===== src/rtl/jt6295_cmdgen_pkg.sv =====
// Shared definitions for the JT6295 host-side command transmitter.
// Holds the FSM state type, the queued request layout and the
// command-byte encoding helpers shared with the core's bus interface.
package jt6295_cmdgen_pkg;

    // Bit positions inside a command byte
    localparam int START_FLAG_BIT = 7;   // byte 1 of a start command
    localparam int STOP_MASK_LSB  = 3;   // stop mask occupies [6:3]

    typedef enum logic [1:0] {
        ST_IDLE  = 2'd0,
        ST_SETUP = 2'd1,
        ST_LOW   = 2'd2,
        ST_HOLD  = 2'd3
    } cmd_state_t;

    // One queued request, 16 bits total
    typedef struct packed {
        logic       stop;
        logic [6:0] phrase;
        logic [3:0] ch;
        logic [3:0] att;
    } cmd_req_t;

    // First (or only) byte written for a request
    function automatic logic [7:0] first_byte(input cmd_req_t r);
        logic [7:0] b;
        b = '0;
        if (r.stop) begin
            b[STOP_MASK_LSB +: 4] = r.ch;
        end else begin
            b[START_FLAG_BIT] = 1'b1;
            b[6:0]            = r.phrase;
        end
        return b;
    endfunction

    // Second byte of a start command
    function automatic logic [7:0] second_byte(input cmd_req_t r);
        return {r.ch, r.att};
    endfunction

endpackage


===== src/rtl/jt6295_cmdfifo.sv =====
// Request FIFO for jt6295_cmdgen.
// Ports: clk, rst (async, active-high), push/wdata write side,
// pop/rdata read side (rdata shows the head entry combinationally),
// full, empty, level (entry count).
// Pointers carry one extra wrap bit so full and empty are distinguishable.
module jt6295_cmdfifo #(
    parameter int DEPTH = 4
) (
    input  logic                       clk,
    input  logic                       rst,
    input  logic                       push,
    input  logic [15:0]                wdata,
    input  logic                       pop,
    output logic [15:0]                rdata,
    output logic                       full,
    output logic                       empty,
    output logic [$clog2(DEPTH):0]     level
);
    localparam int AW = $clog2(DEPTH);

    logic [15:0] mem [DEPTH];
    logic [AW:0] wr_ptr;
    logic [AW:0] rd_ptr;
    logic        push_ok;
    logic        pop_ok;

    assign full    = (wr_ptr[AW] != rd_ptr[AW]) && (wr_ptr[AW-1:0] == rd_ptr[AW-1:0]);
    assign empty   = (wr_ptr == rd_ptr);
    assign level   = wr_ptr - rd_ptr;
    assign push_ok = push && !full;
    assign pop_ok  = pop && !empty;
    assign rdata   = mem[rd_ptr[AW-1:0]];

    always_ff @(posedge clk or posedge rst) begin
        if (rst) begin
            wr_ptr <= '0;
            rd_ptr <= '0;
        end else begin
            if (push_ok) wr_ptr <= wr_ptr + 1'b1;
            if (pop_ok)  rd_ptr <= rd_ptr + 1'b1;
        end
    end

    // Storage needs no reset: it is only read while the FIFO is non-empty
    always_ff @(posedge clk) begin
        if (push_ok) mem[wr_ptr[AW-1:0]] <= wdata;
    end

endmodule


===== src/rtl/jt6295_cmdgen.sv =====
// Host-side command transmitter for the JT6295 CPU write port.
// Ports: clk, rst (async, active-high); request side req_valid/req_ready
// with req_stop, req_phrase, req_ch, req_att; bus side wrn (active-low
// strobe, data latched by the core on its rising edge) and din;
// idle (FIFO empty and FSM idle); dbg_state (current FSM state).
// Handshake: a request is taken on any clock edge where req_valid and
// req_ready are both high; req_ready is simply "FIFO not full" and does
// not look at a pop happening in the same cycle.
module jt6295_cmdgen
    import jt6295_cmdgen_pkg::*;
#(
    parameter int W_LOW = 2,
    parameter int W_GAP = 2,
    parameter int DEPTH = 4
) (
    input  logic       rst,
    input  logic       clk,
    input  logic       req_valid,
    output logic       req_ready,
    input  logic       req_stop,
    input  logic [6:0] req_phrase,
    input  logic [3:0] req_ch,
    input  logic [3:0] req_att,
    output logic       wrn,
    output logic [7:0] din,
    output logic       idle,
    output logic [1:0] dbg_state
);
    localparam int AW   = $clog2(DEPTH);
    localparam int LW   = AW + 1;
    localparam int WMAX = (W_LOW > W_GAP) ? W_LOW : W_GAP;
    localparam int CW   = $clog2(WMAX + 1);

    cmd_state_t  state;
    logic [CW-1:0] cnt;
    logic        second;      // byte 2 of a start command is the one on the bus
    cmd_req_t    req_in;
    cmd_req_t    head;
    logic [15:0] head_raw;
    logic        full;
    logic        empty;
    logic [LW-1:0] level;
    logic [LW-1:0] level_next;
    logic        push;
    logic        pop;
    logic        going_idle;

    assign req_in    = {req_stop, req_phrase, req_ch, req_att};
    assign head      = cmd_req_t'(head_raw);
    assign req_ready = !full;
    assign push      = req_valid && !full;
    // The entry leaves the FIFO only once its last byte has finished HOLD
    assign pop       = (state == ST_HOLD) && (cnt == '0) && (head.stop || second);
    assign dbg_state = state;

    // idle is registered, so it is computed from what the FIFO and FSM
    // will look like after this edge
    assign going_idle = ((state == ST_IDLE) && empty) || pop;
    assign level_next = level + LW'(push) - LW'(pop);

    jt6295_cmdfifo #(.DEPTH(DEPTH)) u_fifo (
        .clk   (clk),
        .rst   (rst),
        .push  (push),
        .wdata (req_in),
        .pop   (pop),
        .rdata (head_raw),
        .full  (full),
        .empty (empty),
        .level (level)
    );

    always_ff @(posedge clk or posedge rst) begin
        if (rst) begin
            state  <= ST_IDLE;
            cnt    <= '0;
            second <= 1'b0;
            wrn    <= 1'b1;
            din    <= 8'h00;
            idle   <= 1'b1;
        end else begin
            idle <= going_idle && (level_next == '0);
            case (state)
                ST_IDLE: begin
                    if (!empty) begin
                        state  <= ST_SETUP;
                        din    <= first_byte(head);
                        second <= 1'b0;
                    end
                end
                ST_SETUP: begin
                    state <= ST_LOW;
                    wrn   <= 1'b0;
                    cnt   <= CW'(W_LOW - 1);
                end
                ST_LOW: begin
                    if (cnt == '0) begin
                        state <= ST_HOLD;
                        wrn   <= 1'b1;
                        cnt   <= CW'(W_GAP - 1);
                    end else begin
                        cnt <= cnt - CW'(1);
                    end
                end
                ST_HOLD: begin
                    if (cnt == '0) begin
                        // Byte 2 follows directly so a start pair is never split
                        if (!head.stop && !second) begin
                            state  <= ST_SETUP;
                            din    <= second_byte(head);
                            second <= 1'b1;
                        end else begin
                            state <= ST_IDLE;
                        end
                    end else begin
                        cnt <= cnt - CW'(1);
                    end
                end
                default: state <= ST_IDLE;
            endcase
        end
    end

endmodule


===== config.mk =====
export PLATFORM = sky130hd
export DESIGN_NAME = jt6295_cmdgen
export DESIGN_NICKNAME = d
export VERILOG_FILES = /design/src/rtl/jt6295_cmdgen_pkg.sv /design/src/rtl/jt6295_cmdfifo.sv /design/src/rtl/jt6295_cmdgen.sv
export SDC_FILE = /design/constraint.sdc
export NUM_CORES = 1
export LEC_CHECK = 0
export CAP_MARGIN = 5
export CORE_MARGIN = 10
export CORE_UTILIZATION = 40
export DETAILED_ROUTE_END_ITERATION = 6
export SKIP_CTS_REPAIR_TIMING = 1
export SYNTH_ARGS = -nofsm -noshare
export SYNTH_HDL_FRONTEND = slang
export SYNTH_SLANG_ARGS = --single-unit

===== constraint.sdc =====
create_clock -name clk -period 3.4 [get_ports clk]
set_input_delay 0.34 -clock clk [delete_from_list [all_inputs] [get_ports clk]]
set_output_delay 0.34 -clock clk [all_outputs]
set_load 0.02 [all_outputs]

==> results of run 1 <==
==> layout by cell type (no fill, tap or decap), types with 3 or more instances in the layout <==
cell              n
mux2i_1          10
clkbuf_8         10
inv_1            16
nor2_1            4
buf_4             7
o21ai_0           7
a21oi_1           9
clkdlybuf4s50_1  31
ha_1             13
mux4_2           16
edfxtp_1         64
and2_1            4
dfrtp_1          19
xnor2_1           7
nand3_1           3
nand2_1           4
mux2_4            5
nor3b_1           3
==> kinds of logic after synthesis <==
group / count (synthesis)
mux: 32
fa+ha+maj: 15
compound gates: 28
buf+inv: 25
flops: 85
xor+xnor: 10
simple gates: 25
==> layout make-up <==
cell class              instances  area (µm²)
fillers                       821        4753
flip-flops and latches         85        2450
multi-input cells             110        1209
repair buffers                 38       362.8
clock buffers                  12       145.1
well taps                     111       138.9
clock inverters                 4       73.82
inverters                      17       63.81
==> stage by stage <==
| stage | setup WS (ns) | cell area (µm²) | utilization (%) |
|---|---|---|---|
| 6_report | 0.5207 | 4443 | 48.31 |
| 2_1_floorplan | 0.5651 | 3776 | - |
| 3_5_place_dp | 0.4461 | 4224 | 45.93 |
| 3_3_place_gp | 0.5007 | 4224 | 45.93 |
| 5_1_grt | 0.2617 | 4443 | 48.31 |
| 4_1_cts | 0.4999 | 4443 | 48.31 |
==> report_power, final <==
part	switching [W]	leakage, nW	total [W]	internal, W
Clock	0.000347	0.111	0.000782	0.000435
Sequential	0.000163	0.837	0.00160	0.00143
Combinational	0.000947	0.687	0.00182	0.000876
==> path summary, 6_finish.rpt <==
check / endpoint / from / cells past startpoint / slack [ns]
worst max-delay path: idle / u_fifo.wr_ptr[2] / 10 / 0.52
worst min-delay path: din[1] / rst / 2 / 0.46
worst max register to register: idle / u_fifo.wr_ptr[2] / 10 / 0.52
worst min register to register: wrn / wrn / 2 / 0.48
max in group asynchronous: din[4] / rst / 2 / 2.42
min in group clk: wrn / wrn / 2 / 0.48
==> layer usage <==
layer / share of wire (%) / routed length (µm)
met1: 45 / 3198
met2: 49 / 3456
met3: 3.8 / 266
met4: 1.5 / 108
met5: 0 / 0
==> state kept, by name (all words and copies together), names as in the netlist <==
register	count
din	8
idle	1
u_fifo.mem	64
second	1
u_fifo.rd_ptr	3
u_fifo.wr_ptr	3
cnt	2
wrn	1
dbg_state	2
==> metrics.cfg, run 1 <==
[floorplan]
ioPinCount=32
dieArea_um2=13730
rows=35
fp.dieH_um=117.2
die_x_um=117.2
start_util_pct=41.06
coreArea_um2=9196

[setup_path]
cp_slowest_cell=fa_1
startpoint_type=register
cp_max_fo=8
crit_family=adder cells
critPathMaxStageDelay_ns=0.46
path_cells=xor2_1 > a31oi_2 > fa_1 > inv_1 > fa_1 > inv_1 > ha_1 > xnor2_1 > xnor2_1 > a2111oi_2
cp.required_ns=3.65
critPathBufInv=2
cp-end-kind=register
cp.arrival_ns=3.13
crit_type=register to register

[logic_synthesis]
synth_top_cells_by_count=64 x edfxtp_1, 19 x dfrtp_1, 16 x inv_1, 16 x mux4_2, 13 x ha_1
syn_inst=220
ys.flop_type=edfxtp_1
synth_xor_area_share_pct=3.015
syn_area_um2=3776
synth.area.mux_share_pct=14.48
yosysWarningCount=0
synth_edf_count=64
synth_compound_area_share_pct=5.335
yosysUniqueCellTypes=44
ys_ff_latch=85
yosysTopAreaCell=edfxtp_1
synth_fp_nets=254
seq_area_frac_synth_pct=64.88
yosysMostFrequentCell=edfxtp_1
synthSimpleGateAreaFrac_pct=3.810
synthAdderAreaFrac_pct=5.368
syn_area_per_cell_um2=17.16
async_flop_share_pct=24.71
synth_top_family_by_area=multiplexers
synth_area_leaders=edfxtp_1 51%, dfrtp_1 13%, mux4_2 9.5%
synth_top_cell_area_share_pct=50.89

[sta]
post-route-min-period_ns=2.879
slew_headroom_pct=44.33
final_hold_viol_count=0
fin_tns_setup_ns=0
slew_violations=0
tightestPinTransition_ns=0.8342
post-route-period-util_pct=84.69
fin_worst_skew_ns=0.007907
whs_ns=0.4608
final-setup-viol-count=0
rsz0062_at_grt=no
timing.fmax_ghz=0.3473

[cts]
insertion_delay_ns=0.35
ctsHtreeMaxLevel=3
cts_tree=done
cts.sink_count=85
cts.clk_slew.worst_paths_ns=0.08
cts_root_buf=clkbuf_8
cts_buffers=9
clockBufferDepth=2

[route]
detail_route.wl_per_cell_um=18.64
drc=0
drt-total-wl_um=7029
vias_per_cell=5.085
first_pass_iters=4
vias=1917
drt_iter0_markers=60
antenna_left=0

[cells_and_area]
drive_gt1_share_pct=20.68
synthToLayoutAreaGrowth_pct=17.66
stdcell_count=377
antenna-diode-count=0
nNetsFinal=295

[power]
ir_worst_vdd_mv=0.2730
leakagePower_nw=1.635
power.total_w=0.004200
power_per_cell_area_nw_per_um2=945.3

[grt]
grt_usage_pct=11.29
top_usage_layer=met2
grt_max_degree=22
use_met2_pct=18.29
grt.met3_usage_pct=2.548
antenna_found_initial=0
grt_pass1_wl_um=11410
grt_pass1_vias=2065
grt_remaining_overflow=0
globalRouteMet1Util_pct=14.01

[flow_run]
cap_violations=0

[outcome]
status=finished, final reports clean

[hold_path]
hold_path_class=input pin to async pin

[place]
hpwl_um=4501
portBuffers=31
routabilityCongestion=0.7509
place_inst=361

Note: power is estimated with default switching activity, not from simulation.
==> inputs of run 2 (changes only) <==
- clock period: 3.4 -> 2.63 ns (I/O delays scaled with it)
==> run 2 against run 1 <==
  * The flow now finishes with violations (setup timing)
  * Sequential share of layout area decreased by 1.5 points
  * Global-route usage about the same
  * Clock power increased by 26%
  * Sequential power increased by 29%
  * Register-to-register slack got worse by 0.52 ns
  * Worst hold slack got worse by 0.21 ns
==> metrics.cfg, run 2 (same netlist as run 1, synthesis figures left out) <==
[route]
antenna_left=0
drc=0
drt-total-wl_um=6931
vias_per_cell=5.093
first_pass_iters=4
drt_iter0_markers=88
topRoutingLayerUsed=met4
wl_met2_um=3469
detail_route.wl_per_cell_um=17.86
wl_met3_um=337
vias=1976
drt-met1-wl_um=3061

[place]
portBuffers=31
placed_area_um2=4295
routabilityCongestion=0.7374
hpwl_um=4614
place_inst=369

[grt]
grt_remaining_overflow=0
grt_usage_pct=11.27
grt_pass1_wl_um=11670
grt_pass1_vias=2127
grt_max_degree=22
antenna_found_initial=0

[setup_path]
startpoint_type=register
crit_type=register to register
cp_max_fo=4
cp-end-kind=register
cp.required_ns=2.87
cp.arrival_ns=2.87

[floorplan]
rows=35
die_x_um=117.2
dieArea_um2=13730
fp.dieH_um=117.2
coreArea_um2=9196
start_util_pct=41.06
ioPinCount=32

[cts]
cts.clk_slew.worst_paths_ns=0.09
insertion_delay_ns=0.35
cts_buffers=9
cts_tree=done
clockBufferDepth=2
cts.sink_count=85
cts_root_buf=clkbuf_8
ctsHtreeMaxLevel=3

[outcome]
status=complete, but fails checks
violations=setup timing

[power]
ir_worst_vdd_mv=0.4357
leakagePower_nw=1.686
switching_share_pct=34.48
p_clk_share_pct=17.5
power_per_cell_area_nw_per_um2=1230
p_comb_share_pct=45.9
p_seq_share_pct=36.6
internal-power_w=0.003688
p_sw_w=0.001941

[sta]
timing.fmax_ghz=0.3798
finalWorstSetupSlack_ns=-0.002907
final-setup-viol-count=1
whs_ns=0.2527
fin_tns_setup_ns=-0.002907
post-route-period-util_pct=100.1
rsz0062_at_grt=yes
slew_violations=0
final_hold_viol_count=0
fin_worst_skew_ns=0.009108
slew_headroom_pct=76.16
tightestPinTransition_ns=0.3576
post-route-min-period_ns=2.633

[cells_and_area]
final_common_cell=edfxtp_1
largest_reg_flops=64
post-route-util_pct=49.77
nFillCells=791
regArea_um2=2454
fin_area_um2=4577
drive_gt1_share_pct=28.52
synthToLayoutAreaGrowth_pct=21.21
multi_input_area_um2=1252
final_cell_mix=64 x edfxtp_1, 31 x clkdlybuf4s50_1, 18 x buf_4
nNetsFinal=307
antenna-diode-count=0
stdcell_count=388

[hold_path]
hold_path_class=input pin to async pin

[flow_run]
cap_violations=0

run 2: final cells by class:
type | instances | share of cell area, %
sequential | 85 | 53.61
multi-input combinational | 110 | 27.36
timing repair buffer | 50 | 9.978
tap | 111 | 3.034
clock buffer | 9 | 2.706
clock inverter | 6 | 1.914
inverter | 17 | 1.394
run 2: critical path: stages (launching register included):
cell and delay (ns):
dfrtp_1 0.42, buf_6 0.15, xnor2_4 0.18, a31oi_4 0.12, fa_2 0.41, inv_2 0.06, fa_1 0.40, inv_1 0.07
ha_2 0.18, xnor2_2 0.11, xnor2_1 0.10, a2111oi_2 0.32
run 2: path summary, 6_finish.rpt:
kind                            cells past startpoint  slack, ns     end             start
worst min register to register                      2       0.49     wrn               wrn
min in group clk                                    2       0.49     wrn               wrn
worst max-delay path                               11     -0.003    idle  u_fifo.rd_ptr[0]
worst min-delay path                                3       0.25  din[2]               rst
max in group asynchronous                           3       2.10    idle               rst
worst max register to register                     11     -0.003    idle  u_fifo.rd_ptr[0]
run 2: through the flow:
step           worst slack (ns)  power, W
2_1_floorplan          0.009567  0.003832
3_3_place_gp            0.09408  0.004567
3_5_place_dp           -0.02770  0.004593
4_1_cts                -0.05505  0.005590
5_1_grt                 -0.1784  0.006037
6_report              -0.002907  0.005628
run 2: power groups by stage:
stage	registers [W]	logic (W)	clock network (W)
finish	0.00206	0.00258	0.000986
detailed placement	0.00209	0.00251	0
CTS	0.00206	0.00252	0.00102
global route	0.00210	0.00286	0.00108
global placement	0.00207	0.00250	0
floorplan	0.00215	0.00169	0
run 2: per-layer routing:
layer	vias up	GRT usage (%)
met5	-	0
met4	0	3.954
met3	5	3.262
met2	35	18.67
met1	998	13.76
li1	938	-
==> inputs of run 3 (changes only) <==
- ABC_CLOCK_PERIOD_IN_PS: unset -> 2630
- SETUP_SLACK_MARGIN: unset -> 0.02
==> run 3 against run 2 <==
  * The flow now finishes without violations
  * Clock skew rose by 0.0038 ns
  * Sequential power about the same
  * Maximum frequency is 4.9% higher
  * Non-clock buffer count is 3 lower
  * Cell area decreased by 0.16%
  * Combinational power down 2%
  * Largest cell class unchanged
  * Critical endpoint unchanged
  * Core utilization decreased by 0.082 points
  * Critical path depth did not move
  * Highest routed layer unchanged
  * Via count shrank 0.40%
  * Wire length shrank 1.6%
  * Global-route usage decreased by 0.66 points
==> metrics.cfg, run 3 (same netlist as run 1, synthesis figures left out) <==
[cts]
cts.sink_count=85
ctsHtreeMaxLevel=3
cts_tree=done
clockBufferDepth=2
cts.clk_slew.worst_paths_ns=0.08
insertion_delay_ns=0.34
cts_root_buf=clkbuf_8
cts_buffers=9

[sta]
rsz0062_at_grt=yes
tightestPinTransition_ns=0.8603
post-route-min-period_ns=2.509
final_hold_viol_count=0
fin_worst_skew_ns=0.01290
fin_tns_setup_ns=0
slew_violations=0
final-setup-viol-count=0
timing.fmax_ghz=0.3985
post-route-period-util_pct=95.41
slew_headroom_pct=42.58

[cells_and_area]
nFillCells=787
largest_reg_flops=64
final_cell_mix=64 x edfxtp_1, 31 x clkdlybuf4s50_1, 16 x mux4_2, 16 x dfrtp_1, 16 x buf_4
nNetsFinal=304
post-route-util_pct=49.69
stdcell_count=386
final_common_cell=edfxtp_1
antenna-diode-count=0
fin_area_um2=4569
synthToLayoutAreaGrowth_pct=21.01
drive_gt1_share_pct=27.64

[grt]
grt_remaining_overflow=0
grt_usage_pct=10.61
grt_max_degree=22
grt_pass1_vias=2049
antenna_found_initial=0
grt_pass1_wl_um=10950

[power]
power_per_cell_area_nw_per_um2=1229
leakagePower_nw=1.686
ir_worst_vdd_mv=0.5959
power.total_w=0.005615

[outcome]
status=finished, final reports clean

[place]
portBuffers=31
placed_area_um2=4310
hpwl_um=4509
place_inst=369
routabilityCongestion=0.7251

[setup_path]
startpoint_type=register
path_cells=mux2i_2 > a22oi_2 > nand2_2 > fa_2 > inv_2 > fa_1 > inv_1 > ha_2 > xnor2_2 > xnor2_1 > a2111oi_2
cp_max_fo=6
cp-end-kind=register
critPathMaxStageDelay_ns=0.47
cp.arrival_ns=2.75
cp.required_ns=2.87
crit_type=register to register
cp_slowest_cell=dfrtp_2

[route]
antenna_left=0
vias_per_cell=5.098
drt_iter0_markers=78
vias=1968
drc=0
first_pass_iters=4
drt-total-wl_um=6820
detail_route.wl_per_cell_um=17.67

[floorplan]
start_util_pct=41.06
die_x_um=117.2
coreArea_um2=9196
fp.dieH_um=117.2
ioPinCount=32
dieArea_um2=13730
rows=35

[hold_path]
hold_path_class=input pin to async pin

[flow_run]
cap_violations=0

==> run 3: routing by layer <==
metal	routed length (µm)	vias to the layer above	track usage, %
met5	0	-	0
met4	63	0	3.460
met3	289	5	3.160
met2	3406	35	17.65
met1	3061	991	12.92
li1	-	937	-
==> run 3: worst max-delay path, delay by kind of cell, from the launching register on <==
family	cells	cell delay (ns)
mux	1	0.18
simple gates	1	0.10
buf+inv	2	0.13
xor+xnor	2	0.22
compound gates	2	0.40
fa+ha+maj	3	0.92
flops	1	0.47
==> run 3: metrics by stage <==
step	hold slack [ns]	setup WS, ns
after global routing	0.4855	-0.01690
after global placement	0.4661	0.09475
after floorplan	0.2378	0.02327
after detailed placement	0.4892	0.06197
after CTS	0.4302	0.04150
final	0.3943	0.1206
==> run 3: final timing paths <==
check,start,end,slack [ns],depth (start not counted)
setup / recovery,u_fifo.rd_ptr[1],idle,0.12,11
hold / removal,rst,din[0],0.39,2
setup reg to reg,u_fifo.rd_ptr[1],idle,0.12,11
hold reg to reg,wrn,wrn,0.49,2
max in group asynchronous,rst,u_fifo.rd_ptr[1],1.64,2
min in group clk,wrn,wrn,0.49,2
==> run 3: cell type report <==
type	instances	area (µm²)	share of cell area, %
sequential	85	2454	53.70
inverter	17	63.81	1.396
clock buffer	13	158.9	3.478
timing repair buffer	47	430.4	9.420
clock inverter	3	68.82	1.506
tap	111	138.9	3.039
multi-input combinational	110	1255	27.46
==> run 3: power by group <==
part	switching (W)	internal, W
clock	0.000434	0.000590
combinational	0.00127	0.00127
sequential	0.000192	0.00186
